===== src/rtl/score_regfile_writer.sv =====
// score_regfile_writer: write side of the output-score register file.
// Accumulates signed partial products per output neuron, commits each
// finished score into a NUM_OUT x DATA_W register file and raises M2done
// once every score is stored. The argmax stage reads through raddr.
//
// Ports:
//   clk, rst            clock, asynchronous active-high reset
//   start               pulse: restart from score 0 (aborts a run)
//   prod_valid/ready    product handshake (ready only while accumulating)
//   prod_data           signed partial product
//   prod_last           marks the final product of the current score
//   raddr / regf_data   combinational read port, 0 beyond NUM_OUT-1
//   wptr                index of the score currently accumulating
//   M2done              level, high once all scores are committed
module score_regfile_writer #(
    parameter int DATA_W  = 32,
    parameter int NUM_OUT = 10,
    parameter int ADDR_W  = 4
) (
    input  logic              clk,
    input  logic              rst,
    input  logic              start,
    input  logic              prod_valid,
    input  logic [DATA_W-1:0] prod_data,
    input  logic              prod_last,
    output logic              prod_ready,
    input  logic [ADDR_W-1:0] raddr,
    output logic [DATA_W-1:0] regf_data,
    output logic [ADDR_W-1:0] wptr,
    output logic              M2done
);

    typedef enum logic [1:0] {
        IDLE,
        ACC,
        DONE
    } state_t;

    state_t            state_q;
    logic [DATA_W-1:0] acc_q;
    logic [DATA_W-1:0] sum_d;
    logic [ADDR_W-1:0] wptr_q;
    logic              ready_q;
    logic              done_q;
    logic [DATA_W-1:0] mem_q [NUM_OUT];

    logic accept;
    logic commit;
    logic last_slot;

    // Wrapping add: no saturation, modulo 2^DATA_W.
    assign sum_d = acc_q + prod_data;

    // start wins over any product presented in the same cycle.
    assign accept    = prod_valid & ready_q & ~start;
    assign commit    = accept & prod_last;
    assign last_slot = (wptr_q == ADDR_W'(NUM_OUT - 1));

    assign prod_ready = ready_q;
    assign wptr       = wptr_q;
    assign M2done     = done_q;

    // Control FSM with registered outputs.
    always_ff @(posedge clk or posedge rst) begin
        if (rst) begin
            state_q <= IDLE;
            acc_q   <= '0;
            wptr_q  <= '0;
            ready_q <= 1'b0;
            done_q  <= 1'b0;
        end else if (start) begin
            state_q <= ACC;
            acc_q   <= '0;
            wptr_q  <= '0;
            ready_q <= 1'b1;
            done_q  <= 1'b0;
        end else begin
            case (state_q)
                ACC: begin
                    if (accept) begin
                        if (prod_last) begin
                            acc_q <= '0;
                            if (last_slot) begin
                                state_q <= DONE;
                                wptr_q  <= '0;
                                ready_q <= 1'b0;
                                done_q  <= 1'b1;
                            end else begin
                                wptr_q <= wptr_q + 1'b1;
                            end
                        end else begin
                            acc_q <= sum_d;
                        end
                    end
                end
                default: begin
                end
            endcase
        end
    end

    // Register file: cleared only by rst, written on commit.
    always_ff @(posedge clk or posedge rst) begin
        if (rst) begin
            for (int i = 0; i < NUM_OUT; i++) begin
                mem_q[i] <= '0;
            end
        end else begin
            for (int i = 0; i < NUM_OUT; i++) begin
                if (commit && (wptr_q == ADDR_W'(i))) begin
                    mem_q[i] <= sum_d;
                end
            end
        end
    end

    // Read mux; addresses without an entry read as zero.
    always_comb begin
        regf_data = '0;
        for (int i = 0; i < NUM_OUT; i++) begin
            if (raddr == ADDR_W'(i)) begin
                regf_data = mem_q[i];
            end
        end
    end

endmodule


===== config.mk =====
export PLATFORM = sky130hd
export DESIGN_NAME = score_regfile_writer
export DESIGN_NICKNAME = d
export VERILOG_FILES = /design/src/rtl/score_regfile_writer.sv
export SDC_FILE = /design/constraint.sdc
export NUM_CORES = 1
export LEC_CHECK = 0
export ABC_AREA = 1
export BUFFER_PORTS_ARGS = -buffer_cell sky130_fd_sc_hd__buf_2
export CORE_MARGIN = 4
export CORE_UTILIZATION = 60
export DETAILED_ROUTE_END_ITERATION = 16
export GPL_TIMING_DRIVEN = 0
export HOLD_SLACK_MARGIN = 0.02
export PLACE_DENSITY_LB_ADDON = 0.25
export SKIP_CTS_REPAIR_TIMING = 1
export SYNTH_ARGS = -nofsm -noshare
export SYNTH_HDL_FRONTEND = slang
export SYNTH_SLANG_ARGS = --single-unit
export TNS_END_PERCENT = 100

===== constraint.sdc =====
create_clock -name clk -period 20.1 [get_ports clk]
set_clock_uncertainty 0.05 [all_clocks]
set_input_delay 4.02 -clock clk [delete_from_list [all_inputs] [get_ports clk]]
set_output_delay 4.02 -clock clk [all_outputs]
set_load 0.02 [all_outputs]

==> results.md, run 1 <==
- Status: complete, no violations
- Clock Power Share: 0.355
- Total global-route track usage: 0.3565
- CP Launch Type: primary input
- Synthesized Nets: 2,579
- Port Buf Inserts: 78
- Reg2reg start: acc_q[0]
- Slew HR: 0.3097
- Avg Cell Area, Syn: 7.323 um2
- Worst-Margin Slew: 1032 ps
- CTS clk-pin slew, worst paths: 60 ps
- Vias in the first global route: 17,340
- Final-report hold violation count: 0
- Clk root buf: clkbuf_16
- Logic pwr share: 0.191
- Final WS setup: 9682 ps
- Clk_lat worst skew: 530 ps
- I/O Pins: 79
- Hold Crit Class: register to register
- Sequential area share after synthesis: 0.4881
- Seq pwr share: 0.454
- Power density cells: 105.5 nW/um2
- Period utilization: 0.5183
- Routing usage on met1: 0.4788
- WL final: 59.68 mm
- Starting Density: 0.6143
- DRC viols: 0
- RSZ-0062 raised after global routing: false
- Drt initial violations: 2,019
- Sw frac: 0.3076
- Flop2flop setup slack: 17,240 ps
- Die W: 182.9 um
- DP Area: 19,320 um2
- CTS tree: built
- Via Count: 17,820
- Final setup violation count: 0
- Critical setup path kind: primary input to output port
- Worst r2r dst: mem_q[272]
- Synth warnings: 0
- Maximum root-to-sink buffer count: 3
- Synth unique cells: 33
- Synth Register Bits: 358
- Vias/cell: 5.848
- Residual antenna-violating net count after detailed routing: 0
- Pin count of the biggest net entering global routing: 121
- Hpwl dp: 43.73 mm
- Initial antenna violation count: 0
- CTS Buf Count: 38
- Sink of the worst hold path: mem_q[287]
- Routability cong.: 0.9676
- Kind of end point of the critical path: output port
- Area grow syn2layout: 12.87%
- Min-delay src: mem_q[287]
- Hold path depth: 2
- Cells after synthesis: 2,506
- GR Util met2: 0.5657
- Netlist Area Pre-Place: 18,350 um2
- Initial DRT Pass Iterations: 7
- Placeable core area: 29,870 um2
- Placement Rows: 63
- Top FF cell, synth: dfrtp_1
- Max-slew violations: 0
- Die area: 33,450 um2
- Reg2Reg Depth: 11
- Crit Path Max Fanout: 10
- P_sw: 672.2 uW
- CP arrival: 6350 ps
- Total negative slack: 0 ps
- Setup Slack @ Placement: 9819 ps
- Leak pwr: 0.01098 uW
- Routing usage on met3: 0.08409
- H-tree depth: 2
- Final Cell Area: 20,710 um2
- Nets: 2,700
- Number of clock sinks: 358
- Share of cells above drive strength 1: 0.08810
- Internal: 1513 uW
- Routed length per instance: 19.59 um
- Ys async rst share: 1.000
- Fin crit period: 10,420 ps
- Max Cap Viol: 0
- Post-synth EDFFs: 0
- Global-route wire length before repair: 94.15 mm
- Maximum vdd drop: 0.00007039 V
- Most common cell after layout, fill and taps aside: nand2_1
- Most frequent cells in the layout: nand2_1 (1,059), dfrtp_1 (358), nand3_1 (233)
- Max Clk Rate: 95.99 MHz
- GRT overflow: 0
- Most congested layer reported by global routing: met2
- Critical path required time: 16,030 ps
- Die height: 182.9 um
## state kept, by name, indices dropped and copies added, names as in the netlist
signal / cells
mem_q: 320
acc_q: 32
wptr: 4
state_q: 2
## metal layers
metal / share of wire / wire length (um) / up-vias
met4: 0.046 / 2733 / 0
met3: 0.11 / 6372 / 188
li1: - / - / 8174
met1: 0.39 / 23530 / 8483
met5: 0 / 0 / -
met2: 0.45 / 27040 / 973
## through the flow
step	power (uW)	std cells	util	hold WS (ps)
floorplan	1265	2506	-	393.9
global placement	1380	2974	0.6437	410.7
detailed placement	1403	2977	0.6467	414.1
CTS	2177	3046	0.6933	430.1
global route	2284	3046	0.6933	435.8
finish	2186	3047	0.6934	429.3
## worst max-delay path, stage by stage
cell and delay [ps]:
buf_2 110, inv_1 90, nand2_1 100, nor3_1 790, clkbuf_1 690, nand2_1 110
nand4_1 220, buf_2 210
## kinds of logic (layout without fill, tap and decap cells)
logic type | after synthesis | count (layout) | synth area share
simple gates | 1534 | 1534 | 0.3454
flops | 358 | 358 | 0.4881
buf+inv | 339 | 489 | 0.07363
compound gates | 229 | 229 | 0.06395
fa+ha+maj | 32 | 32 | 0.02223
xor+xnor | 14 | 14 | 0.006681
other cells | 0 | 1 | 0
## area by class of cell
type,count,area (um2)
Inverter,202,765.7
Buffer,137,593.1
Fill cell,2474,9160
Antenna cell,1,2.502
Clock buffer,52,1125
Tap cell,390,488.0
Clock inverter,17,266.5
Multi-Input combinational cell,1809,8043
Timing Repair Buffer,81,473.0
Sequential cell,358,8959
## power groups by stage
stage	sequential, uW	combinational, uW	clock, uW
6_report	993	417	776
5_1_grt	1010	468	806
4_1_cts	989	411	777
3_5_place_dp	998	405	0
3_3_place_gp	993	387	0
2_1_floorplan	978	287	0
## worst max path at each step
stage | from | end | slack [ps] | depth (start not counted)
floorplan | rst | acc_q[0] | 6100 | 1
global placement | rst | mem_q[53] | 2430 | 2
detailed placement | raddr[1] | regf_data[18] | 9820 | 8
CTS | raddr[1] | regf_data[18] | 9810 | 8
global route | raddr[1] | regf_data[18] | 9660 | 8
finish | raddr[1] | regf_data[18] | 9680 | 8
## cells in the mapped netlist, types with 3 or more instances
cell type,number,area share
a21oi_1,40,0.011
and2_1,4,0.0014
buf_1,4,0.00082
buf_2,51,0.014
buf_4,4,0.0016
clkbuf_1,78,0.016
dfrtp_1,358,0.49
ha_1,31,0.021
inv_1,185,0.038
inv_2,15,0.0031
nand2_1,1059,0.22
nand3_1,233,0.064
nand4_1,63,0.021
nor2_1,144,0.029
nor2_2,4,0.0014
nor2_4,5,0.0031
nor3_1,13,0.0035
nor3_2,3,0.0016
o21ai_0,141,0.038
o21ai_1,38,0.010
o21bai_1,6,0.0025
xnor2_1,13,0.0062
No activity file was read; power rests on OpenSTA's default activity.
==> inputs of run 2 (changes only) <==
--- a/config.mk
+++ b/config.mk
@@ -5,7 +5,7 @@
 export SDC_FILE = /design/constraint.sdc
 export NUM_CORES = 1
 export LEC_CHECK = 0
-export ABC_AREA = 1
+export ABC_AREA = 0
 export BUFFER_PORTS_ARGS = -buffer_cell sky130_fd_sc_hd__buf_2
 export CORE_MARGIN = 4
 export CORE_UTILIZATION = 60
==> constraint.sdc (replaced) <==
create_clock -name clk -period 10.1 [get_ports clk]
set_clock_uncertainty 0.05 [all_clocks]
set_input_delay 2.02 -clock clk [delete_from_list [all_inputs] [get_ports clk]]
set_output_delay 2.02 -clock clk [all_outputs]
set_load 0.02 [all_outputs]
==> run 2 against run 1 <==
Combinational power increased by 53%. Sequential cell count unchanged. Die area decreased by 4.5%. Critical path depth increased by 2. Global-route usage decreased by 0.81 points. Non-clock buffer count increased by 18. Clock power increased by 78%. Critical endpoint is now regf_data[24]. Largest cell class unchanged.
==> results.md, run 2 <==
- Status: complete, no violations
- Sequential area share after synthesis: 0.5125 (+0.02432)
- Post-synthesis xor/xnor area fraction: 0.01253 (+0.005844)
- Largest Register: mem_q
- Vias in the first global route: 15,260 (-12%)
- Final-report hold violation count: 0 (unchanged)
- Fin crit period: 7166 ps
- Max Cap Viol: 0 (unchanged)
- Crit Path Max Fanout: 10 (unchanged)
- Total global-route track usage: 0.3484 (-0.008084)
- Kind of end point of the critical path: output port
- CTS tree: built
- Cells after synthesis: 1,861 (-26%)
- CTS Buf Count: 39 (+2.6%)
- ANT cells: 0 (-1)
- Compound-cell area share of the yosys netlist: 0.1869 (+0.1229)
- DP Area: 18,540 um2 (-4.0%)
- Placeable core area: 28,700 um2 (-3.9%)
- H-tree depth: 2 (unchanged)
- Top cell type's share of synthesized area: 0.5125 (+0.02432)
- Avg Cell Area, Syn: 9.394 um2 (+28%)
- Synth Register Bits: 358 (unchanged)
- Setup Slack @ Placement: 3026 ps (-6793 ps)
- Final WS setup: 2934 ps (-6748 ps)
- Nets: 2,061 (-24%)
- Maximum vdd drop: 0.00009356 V (+33%)
- Mux cell area share after synthesis: 0.07114 (+0.07114)
- Hold path depth: 2 (unchanged)
- Largest family of logic cells by synthesized area: compound AO/OA/AOI/OAI gates
- Pin count of the biggest net entering global routing: 43 (-64%)
- Worst r2r dst: mem_q[119]
- Synth area leader: dfrtp_1
- Area grow syn2layout: 12.98% (about the same)
- Slew HR: 0.1244 (-0.1853)
- CTS clk-pin slew, worst paths: 60 ps (about the same)
- Hold Crit Class: register to register
- Most frequent cells in the layout: nand2_1 (437), dfrtp_1 (358), o21ai_0 (320)
- Initial DRT Pass Iterations: 9 (+2)
- Via Count: 15,440 (-13%)
- Synth Area in Simple Gates: 0.1560 (-0.1894)
- Largest cells by area after synthesis: dfrtp_1 (51%), nand2_1 (9.4%), o21ai_0 (9.2%)
- Synth unique cells: 73 (+120%)
- Hpwl dp: 41.07 mm (-6.1%)
- Ys async rst share: 1.000 (unchanged)
- Storage element area: 8959 um2 (unchanged)
- Max Clk Rate: 139.5 MHz
- Crit. Startpoint: raddr[0]
- Synthesized Nets: 1,934 (-25%)
- Clk root buf: clkbuf_16
- CP Launch Type: primary input
- Residual antenna-violating net count after detailed routing: 0 (unchanged)
- Area of the multi-input gates: 7871 um2 (-2.1%)
- CP arrival: 5100 ps (-1250 ps)
- Routability cong.: 0.9403 (-2.8%)
- Starting Density: 0.6091 (-0.005248)
- RSZ-0062 raised after global routing: false
- Netlist Area Pre-Place: 17,480 um2 (-4.7%)
- Most common cell after layout, fill and taps aside: nand2_1
- Drt initial violations: 1,740 (-14%)
- Die height: 178.7 um (-2.3%)
- Max FFs per register: 320 (unchanged)
- Global-route wire length before repair: 85.75 mm (-8.9%)
- Reg2reg start: acc_q[12]
- Post-Synth Adder-Cell Area: 0.02333 (+0.001107)
- Die W: 178.7 um (-2.3%)
- Synth warnings: 0 (unchanged)
- Clk_lat worst skew: 530 ps (about the same)
- Final setup violation count: 0 (unchanged)
- Vias/cell: 6.432 (+10%)
- Final Cell Area: 19,750 um2 (-4.7%)
- Port Buf Inserts: 76 (-2.6%)
- WL final: 54.89 mm (-8.0%)
- Fill count: 2,222 (-10%)
- DRC viols: 0 (unchanged)
- Reg2Reg Depth: 9 (-2)
- Die area: 31,930 um2 (-4.5%)
- Worst-Margin Slew: 1303 ps (+271.7 ps)
- Top-count cell post-synth: nand2_1
- Power density cells: 187.9 nW/um2 (+78%)
- Share of cells above drive strength 1: 0.1245 (+0.03640)
- Critical setup path kind: primary input to output port
- Routed length per instance: 22.87 um (+17%)
- Leak pwr: 0.009266 uW (-16%)
- Total negative slack: 0 ps (unchanged)
- Min-delay src: mem_q[132]
- Top FF cell, synth: dfrtp_1
- GRT overflow: 0 (unchanged)
- Flop2flop setup slack: 6570 ps (-10,670 ps)
- Synth top cells by count: nand2_1 (437), dfrtp_1 (358), o21ai_0 (320), clkbuf_1 (123), nor2_1 (68)
- Sink of the worst hold path: mem_q[132]
- Number of clock sinks: 358 (unchanged)
- Critical path required time: 8030 ps (-8000 ps)
- I/O Pins: 79 (unchanged)
- Placement Rows: 62 (-1.6%)
- Max-slew violations: 0 (unchanged)
- Post-synth EDFFs: 0 (unchanged)
- Maximum root-to-sink buffer count: 3 (unchanged)
- Initial antenna violation count: 0 (unchanged)
- Period utilization: 0.7095
-- run 2: changes by cell type in the layout (fill, tap and decap cells not counted), sizes merged, moves of 50 or more --
| cell | previous run | this run |
|---|---|---|
| nor2 | 154 | 69 |
| o21ai | 179 | 335 |
| nand4 | 63 | 10 |
| mux2 | 0 | 50 |
| nand3 | 233 | 57 |
| clkbuf | 130 | 185 |
| inv | 201 | 17 |
| nand2 | 1059 | 437 |
-- run 2: cells by family (layout without fill, tap and decap cells) --
kind of cell             count (synthesis)  in the layout
AO/OA/AOI/OAI                          537            537
XOR/XNOR                                25             25
adder cells (fa/ha/maj)                 32             32
buffers and inverters                  165            320
flip-flops                             358            358
multiplexers                            98             98
AND/OR/NAND/NOR                        646            646
-- run 2: layout make-up --
type,count,share of cell area
sequential,358,0.4536
multi-input combinational,1338,0.3985
clock buffer,60,0.05695
buffer,150,0.03047
timing repair buffer,86,0.02876
tap,384,0.02433
clock inverter,9,0.004308
inverter,15,0.003041
-- run 2: power by group --
group / leakage, uW / switching (uW) / internal [uW] / total (uW)
Sequential: 0.00488 / 95.8 / 1600 / 1700
Clock: 0.000595 / 582 / 795 / 1380
Combinational: 0.00379 / 419 / 217 / 636
-- run 2: worst max-delay path by stage --
stage,cells after the start,to
final,10,regf_data[24]
after floorplan,1,acc_q[0]
after global placement,2,acc_q[29]
after global routing,10,regf_data[24]
after detailed placement,10,regf_data[25]
after CTS,10,regf_data[24]
-- run 2: layer usage --
metal	wire, um	vias up	share of wire	global-route usage
met5	0	-	0	0
met4	2761	0	0.050	0.1580
met3	4809	170	0.088	0.05251
met2	26010	893	0.47	0.5669
met1	21310	7527	0.39	0.4674
li1	-	6847	-	-
-- run 2: per-stage QoR --
step | cells | hold WS [ps] | total power (uW) | utilization
finish | 2400 | 427.1 | 3712 | 0.6881
global route | 2400 | 443.0 | 3858 | 0.6881
CTS | 2400 | 427.5 | 3693 | 0.6881
detailed placement | 2331 | 413.0 | 2339 | 0.6459
global placement | 2321 | 404.6 | 2300 | 0.6392
floorplan | 1861 | 391.4 | 2113 | -
-- run 2: critical path, stage by stage --
cell and delay (ps):
buf_2 110, buf_2 380, nand2_1 130, nor3_1 1010, clkbuf_1 570, a222oi_1 290, nand2_1 140, o21ai_0 140
nand3_1 130, buf_2 170
